[src/rtl/seq_alu_pkg.sv]
// seq_alu_pkg: op-code map, FSM state encoding and the divide-by-zero
// quotient constant shared by the sequential ALU and its test bench.
package seq_alu_pkg;

  // Classic ALU ops (codes 10 and 11 are reserved)
  localparam logic [4:0] OP_ADDU  = 5'd0;
  localparam logic [4:0] OP_SUBU  = 5'd1;
  localparam logic [4:0] OP_SLT   = 5'd2;
  localparam logic [4:0] OP_AND   = 5'd3;
  localparam logic [4:0] OP_NOR   = 5'd4;
  localparam logic [4:0] OP_OR    = 5'd5;
  localparam logic [4:0] OP_XOR   = 5'd6;
  localparam logic [4:0] OP_SLL   = 5'd7;
  localparam logic [4:0] OP_SRL   = 5'd8;
  localparam logic [4:0] OP_SLTU  = 5'd9;
  localparam logic [4:0] OP_SLLV  = 5'd12;
  localparam logic [4:0] OP_SRA   = 5'd13;
  localparam logic [4:0] OP_SRAV  = 5'd14;
  localparam logic [4:0] OP_SRLV  = 5'd15;
  localparam logic [4:0] OP_LUI   = 5'd16;

  // Extended ops
  localparam logic [4:0] OP_ADD   = 5'd17;
  localparam logic [4:0] OP_SUB   = 5'd18;
  localparam logic [4:0] OP_MULT  = 5'd19;
  localparam logic [4:0] OP_MULTU = 5'd20;
  localparam logic [4:0] OP_DIV   = 5'd21;
  localparam logic [4:0] OP_DIVU  = 5'd22;
  localparam logic [4:0] OP_MFHI  = 5'd23;
  localparam logic [4:0] OP_MFLO  = 5'd24;

  // Quotient reported on divide by zero; sliced to the datapath width
  localparam logic [63:0] DIV0_QUO = '1;

  typedef enum logic [1:0] {
    IDLE = 2'd0,
    MUL  = 2'd1,
    DIV  = 2'd2,
    DONE = 2'd3
  } state_e;

endpackage

[src/rtl/seq_alu_if.sv]
// seq_alu_if: request/response bundle of the sequential ALU.
// master = requester side, slave = the ALU.
interface seq_alu_if #(
  parameter int WIDTH = 32,
  parameter int SHW   = $clog2(WIDTH)
) ();
  logic             in_valid;
  logic             in_ready;
  logic [4:0]       op;
  logic [WIDTH-1:0] a;
  logic [WIDTH-1:0] b;
  logic [SHW-1:0]   shamt;
  logic             out_valid;
  logic             out_ready;
  logic [WIDTH-1:0] result;
  logic             zero;
  logic             overflow;
  logic [WIDTH-1:0] hi;
  logic [WIDTH-1:0] lo;

  modport master (
    output in_valid, op, a, b, shamt, out_ready,
    input  in_ready, out_valid, result, zero, overflow, hi, lo
  );

  modport slave (
    input  in_valid, op, a, b, shamt, out_ready,
    output in_ready, out_valid, result, zero, overflow, hi, lo
  );
endinterface

[src/rtl/seq_alu_muldiv.sv]
// seq_alu_muldiv: iterative magnitude multiplier (shift-add) and, when
// SEQ_ALU_DIV_EN is defined, restoring divider. Operands are captured on
// start; the loop then runs exactly WIDTH cycles. done is asserted during
// the last iteration and res_hi/res_lo carry the sign-corrected result in
// that same cycle so the caller can register it on the final edge.
module seq_alu_muldiv
  import seq_alu_pkg::*;
#(
  parameter int WIDTH = 32,
  parameter int SHW   = $clog2(WIDTH)
) (
  input  logic             clk,
  input  logic             rst,
  input  logic             start,
`ifdef SEQ_ALU_DIV_EN
  input  logic             is_div,
`endif
  input  logic             sgn,
  input  logic [WIDTH-1:0] a,
  input  logic [WIDTH-1:0] b,
  output logic             done,
  output logic [WIDTH-1:0] res_hi,
  output logic [WIDTH-1:0] res_lo
);

  localparam logic [SHW:0] CNT_ONE  = (SHW+1)'(1);
  localparam logic [SHW:0] CNT_LOAD = (SHW+1)'(WIDTH);

  logic               busy_q, busy_d;
  logic [SHW:0]       cnt_q, cnt_d;
  logic [WIDTH-1:0]   acc_q, acc_d;
  logic [WIDTH-1:0]   shr_q, shr_d;
  logic [WIDTH-1:0]   mcand_q, mcand_d;
  logic               neg_q, neg_d;

  logic               a_neg, b_neg;
  logic [WIDTH-1:0]   a_mag, b_mag;
  logic [WIDTH:0]     mul_sum;
  logic [WIDTH-1:0]   mul_acc, mul_shr;
  logic [2*WIDTH-1:0] prod, prod_s;

  assign a_neg = sgn & a[WIDTH-1];
  assign b_neg = sgn & b[WIDTH-1];
  assign a_mag = a_neg ? -a : a;
  assign b_mag = b_neg ? -b : b;

  // shift-add step: acc:shr shifts right, multiplicand added when shr[0]
  assign mul_sum = {1'b0, acc_q} + (shr_q[0] ? {1'b0, mcand_q} : '0);
  assign mul_acc = mul_sum[WIDTH:1];
  assign mul_shr = {mul_sum[0], shr_q[WIDTH-1:1]};
  assign prod    = {mul_acc, mul_shr};
  assign prod_s  = neg_q ? -prod : prod;

`ifdef SEQ_ALU_DIV_EN
  logic             is_div_q, is_div_d;
  logic             rneg_q, rneg_d;
  logic             div0_q, div0_d;
  logic [WIDTH-1:0] a_org_q, a_org_d;
  logic [WIDTH:0]   div_sh, div_tr;
  logic             div_ok;
  logic [WIDTH-1:0] div_acc, div_shr;

  // restoring step: remainder:quotient shifts left, subtract if it fits
  assign div_sh  = {acc_q, shr_q[WIDTH-1]};
  assign div_tr  = div_sh - {1'b0, mcand_q};
  assign div_ok  = ~div_tr[WIDTH];
  assign div_acc = div_ok ? div_tr[WIDTH-1:0] : div_sh[WIDTH-1:0];
  assign div_shr = {shr_q[WIDTH-2:0], div_ok};
`endif

  assign done = busy_q && (cnt_q == CNT_ONE);

  // operand capture on start, one iteration per cycle while busy
  always_comb begin
    busy_d  = busy_q;
    cnt_d   = cnt_q;
    acc_d   = acc_q;
    shr_d   = shr_q;
    mcand_d = mcand_q;
    neg_d   = neg_q;
`ifdef SEQ_ALU_DIV_EN
    is_div_d = is_div_q;
    rneg_d   = rneg_q;
    div0_d   = div0_q;
    a_org_d  = a_org_q;
`endif
    if (start) begin
      busy_d  = 1'b1;
      cnt_d   = CNT_LOAD;
      acc_d   = '0;
      shr_d   = a_mag;
      mcand_d = b_mag;
      neg_d   = a_neg ^ b_neg;
`ifdef SEQ_ALU_DIV_EN
      is_div_d = is_div;
      rneg_d   = a_neg;
      div0_d   = (b == '0);
      a_org_d  = a;
`endif
    end else if (busy_q) begin
      cnt_d  = cnt_q - CNT_ONE;
      busy_d = (cnt_q != CNT_ONE);
      acc_d  = mul_acc;
      shr_d  = mul_shr;
`ifdef SEQ_ALU_DIV_EN
      if (is_div_q) begin
        acc_d = div_acc;
        shr_d = div_shr;
      end
`endif
    end
  end

  // final sign fix-up and divide special cases
  always_comb begin
    res_hi = prod_s[2*WIDTH-1:WIDTH];
    res_lo = prod_s[WIDTH-1:0];
`ifdef SEQ_ALU_DIV_EN
    if (is_div_q) begin
      if (div0_q) begin
        res_hi = a_org_q;
        res_lo = DIV0_QUO[WIDTH-1:0];
      end else begin
        res_lo = neg_q  ? -div_shr : div_shr;
        res_hi = rneg_q ? -div_acc : div_acc;
      end
    end
`endif
  end

  // datapath and counter registers
  always_ff @(posedge clk) begin
    if (rst) begin
      busy_q  <= 1'b0;
      cnt_q   <= '0;
      acc_q   <= '0;
      shr_q   <= '0;
      mcand_q <= '0;
      neg_q   <= 1'b0;
`ifdef SEQ_ALU_DIV_EN
      is_div_q <= 1'b0;
      rneg_q   <= 1'b0;
      div0_q   <= 1'b0;
      a_org_q  <= '0;
`endif
    end else begin
      busy_q  <= busy_d;
      cnt_q   <= cnt_d;
      acc_q   <= acc_d;
      shr_q   <= shr_d;
      mcand_q <= mcand_d;
      neg_q   <= neg_d;
`ifdef SEQ_ALU_DIV_EN
      is_div_q <= is_div_d;
      rneg_q   <= rneg_d;
      div0_q   <= div0_d;
      a_org_q  <= a_org_d;
`endif
    end
  end

endmodule

[src/rtl/seq_alu.sv]
// seq_alu: sequential ALU with valid/ready request and response.
// Single-cycle ops are evaluated here; mult/multu (and div/divu when
// SEQ_ALU_DIV_EN is defined) run WIDTH cycles in seq_alu_muldiv.
// Without SEQ_ALU_DIV_EN, div/divu complete like undefined ops.
//
// state | meaning
// IDLE  | in_ready=1, waiting for a request
// MUL   | iterative multiply in progress
// DIV   | iterative divide in progress
// DONE  | out_valid=1, outputs held until out_ready
module seq_alu
  import seq_alu_pkg::*;
#(
  parameter int WIDTH = 32,
  parameter int SHW   = $clog2(WIDTH)
) (
  input  logic     clk,
  input  logic     rst,
  seq_alu_if.slave bus
);

  state_e           state_q, state_d;
  logic [WIDTH-1:0] result_q, result_d;
  logic             ovf_q, ovf_d;
  logic [WIDTH-1:0] hi_q, hi_d;
  logic [WIDTH-1:0] lo_q, lo_d;

  logic [WIDTH-1:0] sum, diff, alu_res;
  logic             alu_ovf;
  logic             is_mul, md_sgn, md_start, md_done;
  logic [WIDTH-1:0] md_hi, md_lo;

  assign sum    = bus.a + bus.b;
  assign diff   = bus.a - bus.b;
  assign is_mul = (bus.op == OP_MULT) || (bus.op == OP_MULTU);
  assign md_sgn = (bus.op == OP_MULT) || (bus.op == OP_DIV);

`ifdef SEQ_ALU_DIV_EN
  logic is_div;
  assign is_div = (bus.op == OP_DIV) || (bus.op == OP_DIVU);
`endif

  seq_alu_muldiv #(
    .WIDTH (WIDTH),
    .SHW   (SHW)
  ) u_muldiv (
    .clk    (clk),
    .rst    (rst),
    .start  (md_start),
`ifdef SEQ_ALU_DIV_EN
    .is_div (is_div),
`endif
    .sgn    (md_sgn),
    .a      (bus.a),
    .b      (bus.b),
    .done   (md_done),
    .res_hi (md_hi),
    .res_lo (md_lo)
  );

  // single-cycle result and signed overflow from the live request
  always_comb begin
    alu_res = '0;
    alu_ovf = 1'b0;
    case (bus.op)
      OP_ADDU: alu_res = sum;
      OP_SUBU: alu_res = diff;
      OP_SLT:  alu_res = {{(WIDTH-1){1'b0}}, ($signed(bus.a) < $signed(bus.b))};
      OP_AND:  alu_res = bus.a & bus.b;
      OP_NOR:  alu_res = ~(bus.a | bus.b);
      OP_OR:   alu_res = bus.a | bus.b;
      OP_XOR:  alu_res = bus.a ^ bus.b;
      OP_SLL:  alu_res = bus.b << bus.shamt;
      OP_SRL:  alu_res = bus.b >> bus.shamt;
      OP_SLTU: alu_res = {{(WIDTH-1){1'b0}}, (bus.a < bus.b)};
      OP_SLLV: alu_res = bus.b << bus.a[SHW-1:0];
      OP_SRA:  alu_res = $signed(bus.b) >>> bus.shamt;
      OP_SRAV: alu_res = $signed(bus.b) >>> bus.a[SHW-1:0];
      OP_SRLV: alu_res = bus.b >> bus.a[SHW-1:0];
      OP_LUI:  alu_res = bus.b << (WIDTH/2);
      OP_ADD: begin
        alu_res = sum;
        alu_ovf = (bus.a[WIDTH-1] == bus.b[WIDTH-1]) && (sum[WIDTH-1] != bus.a[WIDTH-1]);
      end
      OP_SUB: begin
        alu_res = diff;
        alu_ovf = (bus.a[WIDTH-1] != bus.b[WIDTH-1]) && (diff[WIDTH-1] != bus.a[WIDTH-1]);
      end
      OP_MFHI: alu_res = hi_q;
      OP_MFLO: alu_res = lo_q;
      default: alu_res = '0;
    endcase
  end

  // next state, muldiv start and output register updates
  always_comb begin
    state_d  = state_q;
    result_d = result_q;
    ovf_d    = ovf_q;
    hi_d     = hi_q;
    lo_d     = lo_q;
    md_start = 1'b0;
    case (state_q)
      IDLE: begin
        if (bus.in_valid) begin
          if (is_mul) begin
            md_start = 1'b1;
            state_d  = MUL;
          end
`ifdef SEQ_ALU_DIV_EN
          else if (is_div) begin
            md_start = 1'b1;
            state_d  = DIV;
          end
`endif
          else begin
            result_d = alu_res;
            ovf_d    = alu_ovf;
            state_d  = DONE;
          end
        end
      end
      MUL, DIV: begin
        if (md_done) begin
          hi_d     = md_hi;
          lo_d     = md_lo;
          result_d = md_lo;
          ovf_d    = 1'b0;
          state_d  = DONE;
        end
      end
      DONE: begin
        if (bus.out_ready) state_d = IDLE;
      end
      default: state_d = IDLE;
    endcase
  end

  // state and output registers; reset wins over any handshake
  always_ff @(posedge clk) begin
    if (rst) begin
      state_q  <= IDLE;
      result_q <= '0;
      ovf_q    <= 1'b0;
      hi_q     <= '0;
      lo_q     <= '0;
    end else begin
      state_q  <= state_d;
      result_q <= result_d;
      ovf_q    <= ovf_d;
      hi_q     <= hi_d;
      lo_q     <= lo_d;
    end
  end

  assign bus.in_ready  = (state_q == IDLE);
  assign bus.out_valid = (state_q == DONE);
  assign bus.result    = result_q;
  assign bus.zero      = rst | (result_q == '0);
  assign bus.overflow  = ovf_q;
  assign bus.hi        = hi_q;
  assign bus.lo        = lo_q;

endmodule

[src/flat_wrapper.sv]
// flat-port wrapper written by rule: the top's interface ports become plain ports
module seq_alu_flat import seq_alu_pkg::*;
#(
  parameter int WIDTH = 32,
  parameter int SHW   = $clog2(WIDTH)
)
  (clk, rst, bus_in_valid, bus_op, bus_a, bus_b, bus_shamt, bus_out_ready, bus_in_ready, bus_out_valid, bus_result, bus_zero, bus_overflow, bus_hi, bus_lo);
  seq_alu_if #(.WIDTH(WIDTH), .SHW(SHW)) bus_i ();
  input  logic clk;
  input  logic rst;
  input wire logic [$bits(bus_i.in_valid)-1:0] bus_in_valid;
  input wire logic [$bits(bus_i.op)-1:0] bus_op;
  input wire logic [$bits(bus_i.a)-1:0] bus_a;
  input wire logic [$bits(bus_i.b)-1:0] bus_b;
  input wire logic [$bits(bus_i.shamt)-1:0] bus_shamt;
  input wire logic [$bits(bus_i.out_ready)-1:0] bus_out_ready;
  output wire logic [$bits(bus_i.in_ready)-1:0] bus_in_ready;
  output wire logic [$bits(bus_i.out_valid)-1:0] bus_out_valid;
  output wire logic [$bits(bus_i.result)-1:0] bus_result;
  output wire logic [$bits(bus_i.zero)-1:0] bus_zero;
  output wire logic [$bits(bus_i.overflow)-1:0] bus_overflow;
  output wire logic [$bits(bus_i.hi)-1:0] bus_hi;
  output wire logic [$bits(bus_i.lo)-1:0] bus_lo;
  assign bus_i.in_valid = bus_in_valid;
  assign bus_i.op = bus_op;
  assign bus_i.a = bus_a;
  assign bus_i.b = bus_b;
  assign bus_i.shamt = bus_shamt;
  assign bus_i.out_ready = bus_out_ready;
  assign bus_in_ready = bus_i.in_ready;
  assign bus_out_valid = bus_i.out_valid;
  assign bus_result = bus_i.result;
  assign bus_zero = bus_i.zero;
  assign bus_overflow = bus_i.overflow;
  assign bus_hi = bus_i.hi;
  assign bus_lo = bus_i.lo;
  seq_alu #(.WIDTH(WIDTH), .SHW(SHW)) u_core (.clk(clk), .rst(rst), .bus(bus_i));
endmodule
[config.mk]
export PLATFORM = sky130hd
export DESIGN_NAME = seq_alu_flat
export DESIGN_NICKNAME = d
export VERILOG_FILES = /design/src/rtl/seq_alu_pkg.sv /design/src/rtl/seq_alu_if.sv /design/src/rtl/seq_alu_muldiv.sv /design/src/rtl/seq_alu.sv /design/src/flat_wrapper.sv
export SDC_FILE = /design/constraint.sdc
export NUM_CORES = 1
export LEC_CHECK = 0
export ABC_AREA = 1
export ABC_CLOCK_PERIOD_IN_PS = 4100
export CAP_MARGIN = 20
export CELL_PAD_IN_SITES_DETAIL_PLACEMENT = 0
export CELL_PAD_IN_SITES_GLOBAL_PLACEMENT = 1
export CORE_MARGIN = 4
export CORE_UTILIZATION = 42
export CTS_CLUSTER_SIZE = 24
export DETAILED_ROUTE_END_ITERATION = 16
export GPL_TIMING_DRIVEN = 0
export MAX_ROUTING_LAYER = met4
export PLACE_DENSITY = 0.82
export SLEW_MARGIN = 20
export SYNTH_ARGS = -nofsm -noshare
export SYNTH_HDL_FRONTEND = slang
export SYNTH_SLANG_ARGS = --single-unit
[constraint.sdc]
create_clock -name clk -period 4.1 [get_ports clk]
set_clock_uncertainty 0.15 [all_clocks]
set_input_delay 0.82 -clock clk [delete_from_list [all_inputs] [get_ports clk]]
set_output_delay 0.82 -clock clk [all_outputs]
set_load 0.005 [all_outputs]
==> summary.md <==
| Metric | Value |
|---|---|
| Core Footprint | `60500 µm²` |
| GP Congestion | `1.21` |
| Dominant cell type by area after synthesis | `nand2_1` |
| H-tree depth | `1` |
| Synth top area share | `21.2%` |
| Synth-to-Final Area Change | `17.4%` |
| #FFs+latches synth | `203` |
| Clock sink total | `203` |
| Average wire per standard cell | `28.2 µm` |
| Synthesized cell area | `25700 µm²` |
| Largest net degree at the start of global routing | `15` |
| EDFF count, synth | `0` |
| Startpoint types | `primary input` |
| Starting Density | `42.5%` |
| Hold_buf cts | `0` |
| PD cells | `288 nW/µm²` |
| Layout Nets | `5157` |
| Reg2reg setup slack | `0.26 ns` |
| Final Cycle Share | `106%` |
| Iter 0 DRT Violations | `5402` |
| Number of antenna violations at the first check in global routing | `6` |
| HP Start | `u_core.u_muldiv.mcand_q[15]` |
| Clk network pwr share | `23.9%` |
| Vias in the first global route | `31700` |
| Critical Path End Type | `flop` |
| Dpl hpwl | `129 mm` |
| Post-Syn Instances | `4704` |
| Warning count from the yosys run | `0` |
| Sw frac | `47.6%` |
| Count leader, synth | `nand2_1` |
| Chip height | `255 µm` |
| RR Endpoint | `u_core.bus.hi[21]` |
| DR vias/cell | `6.20` |
| CTS Root Cell | `clkbuf_16` |
| 1st-pass router iterations | `9` |
| Post-synth cell types | `56` |
| Hold path depth | `2` |
| Final Cell Area | `30200 µm²` |
| Failing checks | `setup timing` |
| Final WS setup | `-0.227 ns` |
| Die W | `255 µm` |
| WL final | `162 mm` |
| Status | `complete, but fails checks` |
| Predominant post-synthesis flop cell | `dfxtp_1` |
| Final setup viols | `11` |
| Arr. time, crit path | `4.60 ns` |
| CTS Buf Count | `21` |
| Actual slew at the worst max-slew pin | `0.943 ns` |
| GRT Total Usage | `48.2%` |
| Hold EP | `u_core.u_muldiv.mcand_q[15]` |
| Req. time, crit path | `4.38 ns` |
| Clock Tree Buf Depth | `3` |
| NetSw | `4.13 mW` |
| Reg-to-reg startpoint | `u_core.u_muldiv.shr_q[0]` |
| First-pass GRT wire length | `226 mm` |
| IO Pins | `178` |
| Setup CP Type | `primary input to flop` |
| Final min period | `4.33 ns` |
| Reg2Reg Depth | `21` |
| CP max FO | `9` |
| Die area | `65200 µm²` |
| P_leak | `14.2 nW` |
| Grt ovf | `0` |
| CTS tree | `done` |
| VDD IR max | `0.301 mV` |
| I/O Buffers | `175` |
| CTS clk-pin slew, worst paths | `0.07 ns` |
| Mean post-synth cell area | `5.46 µm²` |
| Rows | `90` |
| List of most frequent post-synthesis cells | `nand2_1, nand3_1, inv_1` |
| Seq/Total Area, Yosys | `15.8%` |
| Max Slew Vio Count | `0` |
| Post-DP Area | `28400 µm²` |
| Synth top area cells | `nand2_1, dfxtp_1, nand3_1, inv_1, ha_1` |
| Post-Syn Nets | `4922` |
| Slew HR | `37.1%` |
| Combinational share of power | `50.3%` |
| DR vias | `35600` |
| Share of cells above drive strength 1 | `8.06%` |
| Max-cap violation count | `0` |
| Reg power frac | `25.8%` |
| Hold Path Class | `flop to flop` |
| Setup TNS | `-0.762 ns` |
| Fmax | `231 MHz` |
| Number of fill cells | `6773` |
| ANT nets after route | `0` |
| Fin. Hold Viols | `0` |
| Skew-Pair Late Insertion Delay | `0.54 ns` |
| DRC Markers | `0` |
| Cell-internal power | `4.55 mW` |
| Post-layout util | `49.9%` |
| Post-synth ARST share | `0%` |
==> flip-flops by register name, summed over array words and instances, names as in the netlist <==
register and flops:
u_core.bus.overflow 1, u_core.bus.result 32, u_core.bus.hi 32, u_core.u_muldiv.shr_q 32, u_core.bus.lo 32, u_core.u_muldiv.cnt_q 6
u_core.u_muldiv.acc_q 32, u_core.state_q 2, u_core.u_muldiv.neg_q 1, u_core.u_muldiv.busy_q 1, u_core.u_muldiv.mcand_q 32
==> worst max-delay path: stages <==
cell and delay (ns):
dlygate4sd2_1 0.39, clkbuf_8 0.29, clkinvlp_4 0.12, buf_12 0.16, buf_4 0.21, ha_1 0.22
inv_1 0.12, o21ai_0 0.14, a21oi_1 0.32, nor2_1 0.09, nor2_1 0.13, nand3_1 0.11
o21ai_0 0.50, nand2_1 0.19, inv_1 0.08, nand3_1 0.34, nand2_1 0.25, a21oi_1 0.08
==> logic make-up (layout without fill, tap and decap cells) <==
| group | after synthesis | after routing | synth area share, % |
|---|---|---|---|
| simple gates | 2658 | 2658 | 43.8 |
| compound gates | 873 | 873 | 19.3 |
| buf+inv | 752 | 1001 | 11.5 |
| flops | 203 | 203 | 15.8 |
| fa+ha+maj | 140 | 140 | 6.91 |
| xor+xnor | 76 | 76 | 2.59 |
| mux | 2 | 2 | 0.0779 |
| other cells | 0 | 6 | 0 |
==> per-layer routing <==
layer | track usage (%) | wire (µm)
met5 | - | 0
met2 | 67.3 | 63400
met1 | 59.0 | 59900
met4 | 34.2 | 15800
met3 | 14.3 | 23100
==> power by group through the flow <==
stage | logic (mW) | clock network [mW] | registers, mW
floorplan | 2.28 | 0 | 2.24
global placement | 3.95 | 0 | 2.27
detailed placement | 3.94 | 0 | 2.28
CTS | 4.05 | 2.08 | 2.23
global route | 4.57 | 2.15 | 2.25
finish | 4.37 | 2.08 | 2.24
==> worst max-delay path by stage <==
stage,startpoint,end,slack (ns)
3_5_place_dp,bus_b[7],u_core.bus.result[8],-2.51
3_3_place_gp,bus_b[7],u_core.bus.result[8],-2.50
4_1_cts,bus_a[19],u_core.bus.result[22],0.005
6_report,bus_b[10],u_core.bus.result[17],-0.23
5_1_grt,bus_b[9],u_core.bus.result[24],-0.03
2_1_floorplan,bus_b[10],u_core.bus.result[20],0.84
==> area by class of cell <==
cell class,instances,area (µm²),area share (%)
Antenna cell,6,15.0,0.0498
Buffer,205,1030,3.42
Clock buffer,28,592,1.96
Clock inverter,9,135,0.448
Inverter,531,2140,7.10
Multi-Input combinational cell,3749,19000,63.1
Sequential cell,203,4060,13.5
Tap cell,782,978,3.25
Timing Repair Buffer,228,2160,7.15
==> cell usage in the layout, fill, tap and decap left out, types with 12 or more instances in the layout <==
cell,n
nor2_2,16
dfxtp_1,203
a21oi_1,317
nand2_1,1443
clkinvlp_4,27
nand4_1,71
buf_4,56
buf_2,61
clkbuf_16,21
clkbuf_2,18
nor4_1,17
dlymetal6s2s_1,12
xor2_1,69
o211ai_1,75
o22ai_1,12
or2_2,12
nor2_1,377
o21ai_1,35
o21ai_2,20
ha_1,117
clkdlybuf4s50_1,134
nand2_2,18
nor3_1,60
inv_2,21
clkbuf_1,109
inv_1,468
nand3_1,615
o21ai_0,304
==> through the flow <==
step	std cells	setup slack (ns)	power, mW	hold slack [ns]
after floorplan	4704	0.843	4.51	0.276
after global placement	5661	-2.50	6.22	0.288
after detailed placement	5661	-2.51	6.21	0.296
after CTS	5723	0.00464	8.36	0.314
after global routing	5740	-0.0282	8.96	0.339
final	5741	-0.227	8.69	0.306
==> timing repair <==
action / CTS / global route
pin swaps: 4 / 12
gates resized for setup: 203 / 134
buffers inserted: 36 / 17
setup endpoints to repair: 88 / 103
Power figures use the tool's default switching activity.
